### src/rtl/uart_pkg.sv
// Shared UART definitions: TX state encoding, oversampling ratio and parity helper.
// BREAK exists only when UART_TX_BREAK_EN is defined.
package uart_pkg;

  localparam int OVERSAMPLE = 16;

  typedef enum logic [2:0] {
    IDLE,
    START,
    DATA,
    PARITY,
    STOP
`ifdef UART_TX_BREAK_EN
    , BREAK
`endif
  } tx_state_e;

  // Even parity is the XOR of the first len bits; odd parity is its inverse.
  function automatic logic calc_parity(input logic [7:0] data, input int unsigned len,
                                       input logic odd);
    logic p;
    p = odd;
    for (int i = 0; i < 8; i++) begin
      if (i < len) p = p ^ data[i];
    end
    return p;
  endfunction

endpackage

### src/rtl/uart_tx.sv
// UART transmitter: pops bytes from a FWFT FIFO and serialises them LSB first.
// Optional line-break generation is enabled by defining UART_TX_BREAK_EN.
module uart_tx
  import uart_pkg::*;
#(
  parameter logic Parity     = 1'b0,
  parameter logic ParityOdd  = 1'b0,
  parameter int   StopBits   = 1,
  parameter int   DataLength = 8
) (
  input  logic       i_clk,
  input  logic       i_rst_n,
  input  logic [7:0] i_fifo_data,
  input  logic       i_fifo_empty,
  output logic       o_fifo_read_en,
  input  logic       i_strobe,
`ifdef UART_TX_BREAK_EN
  input  logic       i_break,
`endif
  output logic       o_prescaler_en,
  output logic       o_tx,
  output logic       o_busy,
  output logic       o_tx_done
);

  // A break reuses the bit counter to time start, data and parity periods.
`ifdef UART_TX_BREAK_EN
  localparam int BitCntW = $clog2(DataLength + 2);
  localparam logic [BitCntW-1:0] BreakCntInit = BitCntW'(DataLength + int'(Parity));
`else
  localparam int BitCntW = $clog2(DataLength);
`endif
  localparam logic [BitCntW-1:0] DataCntInit = BitCntW'(DataLength - 1);

  tx_state_e              state, state_next;
  logic [DataLength-1:0]  shreg;
  logic [BitCntW-1:0]     bit_cnt;
  logic                   parity_bit;
  logic                   stop_cnt;
  logic                   tx_q, tx_next;
  logic                   done_q, done_next;
  logic                   load, shift, cnt_dec, stop_adv, read_en;
  logic                   last_stop;
`ifdef UART_TX_BREAK_EN
  logic                   brk_load;
`endif

  assign last_stop = (StopBits == 1) ? 1'b1 : stop_cnt;

  always_ff @(posedge i_clk) begin
    if (!i_rst_n) state <= IDLE;
    else          state <= state_next;
  end

  always_comb begin
    state_next = state;
    tx_next    = tx_q;
    done_next  = 1'b0;
    load       = 1'b0;
    shift      = 1'b0;
    cnt_dec    = 1'b0;
    stop_adv   = 1'b0;
    read_en    = 1'b0;
`ifdef UART_TX_BREAK_EN
    brk_load   = 1'b0;
`endif
    case (state)
      IDLE: begin
        tx_next = 1'b1;
`ifdef UART_TX_BREAK_EN
        if (i_break) begin
          state_next = BREAK;
          tx_next    = 1'b0;
          brk_load   = 1'b1;
        end else
`endif
        if (!i_fifo_empty) begin
          state_next = START;
          tx_next    = 1'b0;
          load       = 1'b1;
          read_en    = i_rst_n;
        end
      end
      START: if (i_strobe) begin
        state_next = DATA;
        tx_next    = shreg[0];
        shift      = 1'b1;
      end
      DATA: if (i_strobe) begin
        if (bit_cnt != '0) begin
          tx_next = shreg[0];
          shift   = 1'b1;
          cnt_dec = 1'b1;
        end else if (Parity) begin
          state_next = PARITY;
          tx_next    = parity_bit;
        end else begin
          state_next = STOP;
          tx_next    = 1'b1;
        end
      end
      PARITY: if (i_strobe) begin
        state_next = STOP;
        tx_next    = 1'b1;
      end
      STOP: begin
        tx_next = 1'b1;
        if (i_strobe) begin
          if (last_stop) begin
            state_next = IDLE;
            done_next  = 1'b1;
          end else begin
            stop_adv = 1'b1;
          end
        end
      end
`ifdef UART_TX_BREAK_EN
      BREAK: begin
        tx_next = 1'b0;
        if (i_strobe) begin
          if (bit_cnt == '0) begin
            state_next = STOP;
            tx_next    = 1'b1;
          end else begin
            cnt_dec = 1'b1;
          end
        end
      end
`endif
      default: state_next = IDLE;
    endcase
  end

  always_ff @(posedge i_clk) begin
    if (!i_rst_n) begin
      tx_q       <= 1'b1;
      done_q     <= 1'b0;
      shreg      <= '0;
      bit_cnt    <= DataCntInit;
      parity_bit <= 1'b0;
      stop_cnt   <= 1'b0;
    end else begin
      tx_q   <= tx_next;
      done_q <= done_next;
      if (load) begin
        shreg      <= i_fifo_data[DataLength-1:0];
        parity_bit <= calc_parity(i_fifo_data, DataLength, ParityOdd);
      end else if (shift) begin
        shreg <= shreg >> 1;
      end
      if (load)                bit_cnt <= DataCntInit;
`ifdef UART_TX_BREAK_EN
      else if (brk_load)       bit_cnt <= BreakCntInit;
`endif
      else if (cnt_dec)        bit_cnt <= bit_cnt - 1'b1;
      if (stop_adv)            stop_cnt <= 1'b1;
      else if (state != STOP)  stop_cnt <= 1'b0;
    end
  end

  assign o_tx           = tx_q;
  assign o_tx_done      = done_q;
  assign o_busy         = (state != IDLE);
  assign o_prescaler_en = (state != IDLE);
  assign o_fifo_read_en = read_en;

endmodule

### config.mk
export PLATFORM = sky130hd
export DESIGN_NAME = uart_tx
export DESIGN_NICKNAME = d
export VERILOG_FILES = /design/src/rtl/uart_pkg.sv /design/src/rtl/uart_tx.sv
export SDC_FILE = /design/constraint.sdc
export NUM_CORES = 1
export LEC_CHECK = 0
export CORE_MARGIN = 10
export CORE_UTILIZATION = 38
export CTS_BUF_LIST = sky130_fd_sc_hd__clkbuf_4 sky130_fd_sc_hd__clkbuf_8 sky130_fd_sc_hd__clkbuf_16
export CTS_CLUSTER_DIAMETER = 120
export DETAILED_ROUTE_END_ITERATION = 8
export SYNTH_ARGS = -nofsm -noshare
export SYNTH_HDL_FRONTEND = slang
export SYNTH_SLANG_ARGS = --single-unit
### constraint.sdc
create_clock -name i_clk -period 3.1 [get_ports i_clk]
set_input_delay 0.465 -clock i_clk [delete_from_list [all_inputs] [get_ports i_clk]]
set_output_delay 0.465 -clock i_clk [all_outputs]
set_load 0.03 [all_outputs]
Word level (Yosys, flattened, before mapping) --
Cells that the tools add are included.
Cells by class: magnitude comparators 0, reductions and logical operators 9, div/mod/pow operators 0, shifts and indexed selects 0, add/subtract/negate cells 1, equality and inequality tests 10, bitwise logic cells 1, $mul 0, multiplexer cells 24
Operator list (count):
- two-way mux 3 bit | 6
- two-way mux 8 bit | 2
- case mux 3 bit (5 select lines) | 1
- two-way mux 1 bit | 13
- != test 2 bit, second input constant | 6
- equality test 3 x 2 -> 1 bit, second input constant | 2
- AND reduction 6 bit | 1
- nonzero test 3 bit | 2
- case mux 1 bit (5 select lines) | 1
- nonzero test 5 bit | 1
- AND reduction 4 bit | 1
- equality test 3 x 1 -> 1 bit, second input constant | 1
- equality test 3 bit, second input constant | 1
- logical NOT 3 bit | 1
- subtractor 3 x 1 -> 3 bit, second input constant | 1
- case mux 1 bit (2 select lines) | 1
- AND reduction 2 bit | 1
- nonzero test 2 bit | 1
- OR reduction 2 bit | 1
- inverter 1 bit | 1
Word-level totals: memory bits (read-only) 0, output and inout port bits 5, memories 0, register bits 16, input port bits 12, RAM bits 0, latch bits 0, word-level logic and storage cells 50

Depth between registers and ports, before layout --
Gate-level depths: netlist (run 1).
depth in word-level cells 6, depth in mapped cells 7, mapped depth without buffers 6

Least setup slack after synthesis (run 1) --
No wires, ideal clock.
path kind register -> register, start point reg bit_cnt[0], end point reg tx_q, in the netlist o_tx, path buffers 0, period minus slack after synthesis 1.815 ns, library setup time 0.122 ns, cell stages (with the launch flop) 7, path slack 1.285 ns, arrival time 1.693 ns, data required time 2.978 ns, cells stage by stage dfxtp_1 > inv_1 > ha_1 > ha_1 > or3b_4 > a211o_1 > a311o_1
On the way: cells in the longest elaborated chain, start to end 4
Ends and longest elaborated chain:
- start, declared | line uart_tx.sv:37 | logic [BitCntW-1:0] bit_cnt;
- start signal, assigned | line uart_tx.sv:139 | bit_cnt <= DataCntInit;
- start signal, assigned | line uart_tx.sv:151 | if (load) bit_cnt <= DataCntInit;
- start signal, assigned | line uart_tx.sv:155 | else if (cnt_dec) bit_cnt <= bit_cnt - 1'b1;
- nonzero test 3 bit | line uart_tx.sv:90 | if (bit_cnt != '0) begin
- two-way mux 1 bit | line uart_tx.sv:90
- two-way mux 1 bit | line uart_tx.sv:89 | DATA: if (i_strobe) begin
- case mux 1 bit (5 select lines) | line uart_tx.sv:67 | case (state)
- end signal, assigned | line uart_tx.sv:143 | tx_q <= tx_next;
- end, declared | line uart_tx.sv:40 | logic tx_q, tx_next;
No other way between the ends. The select of a mux whose other input is x is not followed. A chain may end at the register's enable or synchronous reset.

Worst setup path in the final report (run 1) --
start point in i_rst_n, end point out o_fifo_read_en
On the way: cells in the longest elaborated chain, start to end 2
Ends and longest elaborated chain:
- start, declared | line uart_tx.sv:12 | input logic i_rst_n,
- two-way mux 1 bit | line uart_tx.sv:77 | if (!i_fifo_empty) begin
- two-way mux 1 bit | line uart_tx.sv:67
- end, declared | line uart_tx.sv:15 | output logic o_fifo_read_en,
No other way between the ends.

==> results of run 1 <==
worst min-delay path by stage:
stage / startpoint / to / slack (ps) / cells after the start
final: shreg[7]$_SDFFE_PN0P_ / shreg[7]$_SDFFE_PN0P_ / 470 / 2
after global routing: shreg[7]$_SDFFE_PN0P_ / shreg[7]$_SDFFE_PN0P_ / 510 / 2
after CTS: shreg[7]$_SDFFE_PN0P_ / shreg[7]$_SDFFE_PN0P_ / 480 / 2
after detailed placement: shreg[7]$_SDFFE_PN0P_ / shreg[7]$_SDFFE_PN0P_ / 470 / 2
after global placement: shreg[7]$_SDFFE_PN0P_ / shreg[7]$_SDFFE_PN0P_ / 450 / 2
after floorplan: shreg[7]$_SDFFE_PN0P_ / shreg[7]$_SDFFE_PN0P_ / 430 / 2
layout make-up:
cell class | instances | area, sq um
Fill cell | 244 | 1280
Tap cell | 30 | 37.5
Timing Repair Buffer | 19 | 183
Sequential cell | 16 | 320
Inverter | 6 | 22.5
Clock buffer | 3 | 22.5
Multi-Input combinational cell | 79 | 563
layer usage:
layer	share of wire, %	vias to the layer above
met5	0	-
met4	0.17	0
met3	5.8	2
met2	41	19
met1	53	406
li1	-	445
cell usage in the layout (no fill, tap or decap), types with 4 or more instances in the layout:
cell type,n
inv_1,5
o21ai_0,5
nand2_1,4
nor4_1,8
dfxtp_1,16
nand2b_1,9
mux2i_1,7
o22ai_1,7
nor2_1,7
a2111oi_1,7
clkdlybuf4s50_1,16
cell families after synthesis:
| logic type | count (synthesis) |
|---|---|
| flops | 16 |
| compound gates | 30 |
| buf+inv | 14 |
| fa+ha+maj | 2 |
| simple gates | 40 |
| mux | 7 |
synth_stat cells (2+ instances only):
library cell,n
a2111oi_1,7
a21oi_1,2
and3b_1,2
buf_4,2
clkbuf_1,5
dfxtp_1,16
ha_1,2
inv_1,5
mux2i_1,7
nand2_1,4
nand2b_1,9
nand3_1,2
nor2_1,7
nor4_1,8
o211ai_1,2
o21ai_0,5
o22ai_1,7
state kept, by name, summed over array words and instances (netlist names):
register	cells
shreg	8
o_tx	1
o_tx_done	1
bit_cnt	3
state	3
power by group:
part | leakage, nW | internal (mW) | switching, mW | total [mW]
logic | 0.296 | 0.0702 | 0.0717 | 0.142
registers | 0.131 | 0.223 | 0.0157 | 0.239
clock network | 0.0138 | 0.0450 | 0.0633 | 0.108
worst max-delay path: stages:
cell	delay [ps]
clkdlybuf4s50_1	590
clkinv_1	130
nor2_1	120
clkdlybuf4s50_1	680
==> impl_metrics.toml, run 1 <==
[clocking]
hold_fix_buffer_count_after_cts = 0
cts-buffers-inserted = 3
postcts_setup_bufs = 0
cts_resized = 0
clock-root-buffer = "clkbuf_4"
cts.clk_slew.worst_paths_ps = 80
clock_path_buffers = 2
tritoncts_num_sinks = 16
insertion_delay_ps = 280
cts_tree = "built"
cts-htree-levels = 1

[die]
die_w_um = 70.0
fp.coreArea_sq_um = 2430
num_rows = 18
initial_core_utilization_pct = 39.1
dieArea_sq_um = 4900
number_of_i_o_pins = 17
die_y_um = 70.0

[drt]
via_count = 872
wirelength_mm = 2.29
route.detailed.wl_per_inst_um = 15.0
drt_iter0_markers = 37
detailedRoute.firstPassIterationCount = 4
vias_per_cell = 5.70
drc = 0
ant_nets = 0

[status]
outcome = "completed"

[yosys]
ys_top_cells_by_area = "dfxtp_1, a2111oi_1, mux2i_1"
synthesis.nets = 123
share_of_synthesized_area_occupied_by_flip_flops_and_latches_pct = 33.7
post_synthesis_xor_xnor_area_fraction_pct = 0
synth_async_sr_flop_share_pct = 0
edff_count_synth = 0
synth_area_in_compound_gates_pct = 23.6
synth.cell_area_sq_um = 951
synth_flop_cell = "dfxtp_1"
synth.area.mux_share_pct = 7.37
post_synth_fa_ha_maj_area_fraction_pct = 2.63
synth-warning-count = 0
synth_top_cell_by_area = "dfxtp_1"
syn-instance-count = 109
synth_top_area_share_pct = 33.7
synth_simple_gate_area_share_pct = 25.7
avgSynthCellArea_sq_um = 8.72
synth_top_family_by_area = "simple AND/OR/NAND/NOR gates"
synth.ff_latch_count = 16
synth.lib_cells_used.distinct = 34

[sta]
timing.hold.ws_ps = 467
final_period_minus_worst_setup_slack_ps = 2460
totalNegativeSetupSlack_ps = 0
final.setup_skew_ps = 12.8
worst_case_headroom_to_the_max_slew_limit_pct = 64.2
layout_setup_ws_ps = 644
grt_setup_unrepaired = "no"
timing.final.max_slew_violations = 0
setup_violations = 0
maximum_operating_frequency_mhz = 407
worst_pin_slew_ps = 535
hold_violations = 0
period_share_pct = 79.2

[setup_path]
critPathLaunch = "i_rst_n"
cp.arrival_ps = 1990
worst-path-max-fanout = 6
crit_path_end_kind = "primary output"
crit_path_end = "o_fifo_read_en"
crit_required_ps = 2630
critical_path_class = "in2out"
rrSetupSlack_ps = 1190
ff2ff_path_depth = 6
critical_path.startpoint_type = "primary input"
regToRegEndpoint = "o_tx$_SDFFE_PN1P_"
reg2reg_from = "bit_cnt[0]$_SDFFE_PP1P_"

[global_route]
number_of_global_route_vias_before_repair = 880
global_route.usage.met1_pct = 13.5
grt_first_pass_wirelength_mm = 4.10
grt_overflow = 0
use_met3_pct = 3.53
grt_max_degree = 25
grt_most_used_layer = "met1"
grt_util_all_layers_pct = 9.61
initial_antenna_violation_count = 0
gr-usage-met2_pct = 13.4

[flow_run]
max-cap-violations = 0

[pwr]
power.static_leakage_nw = 0.441
max_vdd_drop_v = 0.000216
totalPowerFinal_uw = 489
areal_power_density_over_the_cells_nw_per_um2 = 426

[cells_and_area]
layout-drive-gt1-share_pct = 8.94
number_of_antenna_repair_diodes = 0
utilization_pct = 47.2
syn2layout_area_growth_pct = 20.8
finish.cell_count_without_fillers = 153
final_nets = 139
stdcell_area_sq_um = 1150

[placed_design]
placer_s_final_routability_congestion_estimate = 0.839
dpl-instance-area_sq_um = 1130
dp_hpwl_mm = 1.63
buffer_ports.inserted = 16
preCtsSetupSlack_ps = 672
numPlacedInstances = 150

[hold_path]
min_path_type = "reg2reg"
(Power assumes the default switching activity.)
==> run 2: changes to the inputs <==
==> constraint.sdc (replaced) <==
create_clock -name i_clk -period 2.4 [get_ports i_clk]
set_input_delay 0.36 -clock i_clk [delete_from_list [all_inputs] [get_ports i_clk]]
set_output_delay 0.36 -clock i_clk [all_outputs]
set_load 0.03 [all_outputs]
==> run 2 against run 1 <==
Compared with the run above:
- count of clock-buffer cells in the layout up 1
- power up 38%
- non-clock buffer count up 1
- die area unchanged
- register-to-register slack worse by 700 ps
- largest power group unchanged
==> impl_metrics.toml, run 2 (synthesis gave the netlist of run 1 again) <==
[pwr]
totalPowerFinal_uw = 676
max_vdd_drop_v = 0.000361
power.static_leakage_nw = 0.455
areal_power_density_over_the_cells_nw_per_um2 = 579

[sta]
totalNegativeSetupSlack_ps = 0
hold_violations = 0
worst_pin_slew_ps = 505
timing.final.max_slew_violations = 0
period_share_pct = 90.6
final_period_minus_worst_setup_slack_ps = 2170
grt_setup_unrepaired = "no"
worst_case_headroom_to_the_max_slew_limit_pct = 66.2
final.setup_skew_ps = 2.30
maximum_operating_frequency_mhz = 460
setup_violations = 0

[drt]
drc = 0
route.detailed.wl_per_inst_um = 14.5
via_count = 845
ant_nets = 0
detailedRoute.firstPassIterationCount = 4
wirelength_mm = 2.24
vias_per_cell = 5.45
drt_iter0_markers = 42

[clocking]
cts-buffers-inserted = 3
tritoncts_num_sinks = 16
cts_resized = 0
cts-htree-levels = 1
cts_tree = "built"
insertion_delay_ps = 290
clock_path_buffers = 2
postcts_setup_bufs = 0
clock-root-buffer = "clkbuf_4"
cts.clk_slew.worst_paths_ps = 90
hold_fix_buffer_count_after_cts = 0

[cells_and_area]
top_regs = "shreg (8), bit_cnt (3), state (3)"
max_flop_register = "shreg"
final_nets = 140
largest_register_ff_count = 8
final_cell_mix = "dfxtp_1, clkdlybuf4s50_1, nand2b_1"
stdcell_area_sq_um = 1170
utilization_pct = 48.0
final_common_cell = "dfxtp_1"
layout-drive-gt1-share_pct = 11.2
number_of_antenna_repair_diodes = 0
syn2layout_area_growth_pct = 22.8
n_fill_cell = 239

[global_route]
grt_util_all_layers_pct = 9.38
grt_max_degree = 25
grt_first_pass_wirelength_mm = 3.91
number_of_global_route_vias_before_repair = 832
grt_overflow = 0
initial_antenna_violation_count = 0

[setup_path]
crit_slowest_cell = "clkdlybuf4s50_1"
ff2ff_path_depth = 6
crit_required_ps = 2040
crit_path_end_kind = "primary output"
worstPathBufferInverterCount = 1
critical_path.startpoint_type = "register"
critical_path.cell_chain = "nor2_1, nand2_1, clkdlybuf4s50_1"
worst-path-max-fanout = 12
cpPeakStageDelay_ps = 680
cp.arrival_ps = 1810
critical_path_depth = 3
critical_path_class = "reg2out"
crit_family = "buffers and inverters"

[die]
dieArea_sq_um = 4900
number_of_i_o_pins = 17
initial_core_utilization_pct = 39.1
fp.coreArea_sq_um = 2430
die_w_um = 70.0
die_y_um = 70.0
num_rows = 18

[placed_design]
buffer_ports.inserted = 16
dp_hpwl_mm = 1.59
dpl-instance-area_sq_um = 1130
placer_s_final_routability_congestion_estimate = 0.744

[status]
outcome = "completed"

[hold_path]
min_path_type = "reg2reg"
min_path_cells = 2

[flow_run]
max-cap-violations = 0
[run 2: changes by cell type in the layout (fill, tap and decap cells not counted), sizes merged]
cell,change
buf,+2
clkbuf,+1
clkdlybuf4s50,-1
[run 2: stage by stage]
| stage | setup WS (ps) | cells | hold slack [ps] |
|---|---|---|---|
| final | 227 | 155 | 471 |
| after global routing | 89.0 | 155 | 487 |
| after global placement | 413 | 151 | 450 |
| after detailed placement | 381 | 151 | 464 |
| after floorplan | 585 | 109 | 434 |
| after CTS | 226 | 155 | 478 |
[run 2: cell type report]
cell class	count	area (sq um)	share of cell area, %
multi-input cells	79	563	48.2
inverters	6	22.5	1.93
clock buffers	4	36.3	3.11
well taps	30	37.5	3.22
flip-flops and latches	16	320	27.4
repair buffers	20	188	16.1
[run 2: per-layer routing]
layer,track usage [%],wire (um),up-vias
met3,2.97,121,2
met2,12.0,872,24
met5,0,0,-
li1,-,-,445
met1,13.8,1240,374
met4,3.29,12,0
[run 2: where the power goes]
part           internal, mW  switching [mW]
Sequential            0.288          0.0199
Combinational        0.0923          0.0941
Clock                0.0924          0.0892
[run 2: tightest hold or removal path, stage by stage, from the launching register on]
cell	delay (ps)
dfxtp_1	320
nand2_1	50
o31ai_1	60
[run 2: path summary, 6_finish.rpt]
path | start | endpoint | slack, ps
worst max-delay path | state[1]$_SDFFE_PN0P_ | o_busy | 230
worst min-delay path | shreg[7]$_SDFFE_PN0P_ | shreg[7]$_SDFFE_PN0P_ | 470
worst max register to register | bit_cnt[0]$_SDFFE_PP1P_ | o_tx$_SDFFE_PN1P_ | 490
worst min register to register | shreg[7]$_SDFFE_PN0P_ | shreg[7]$_SDFFE_PN0P_ | 470
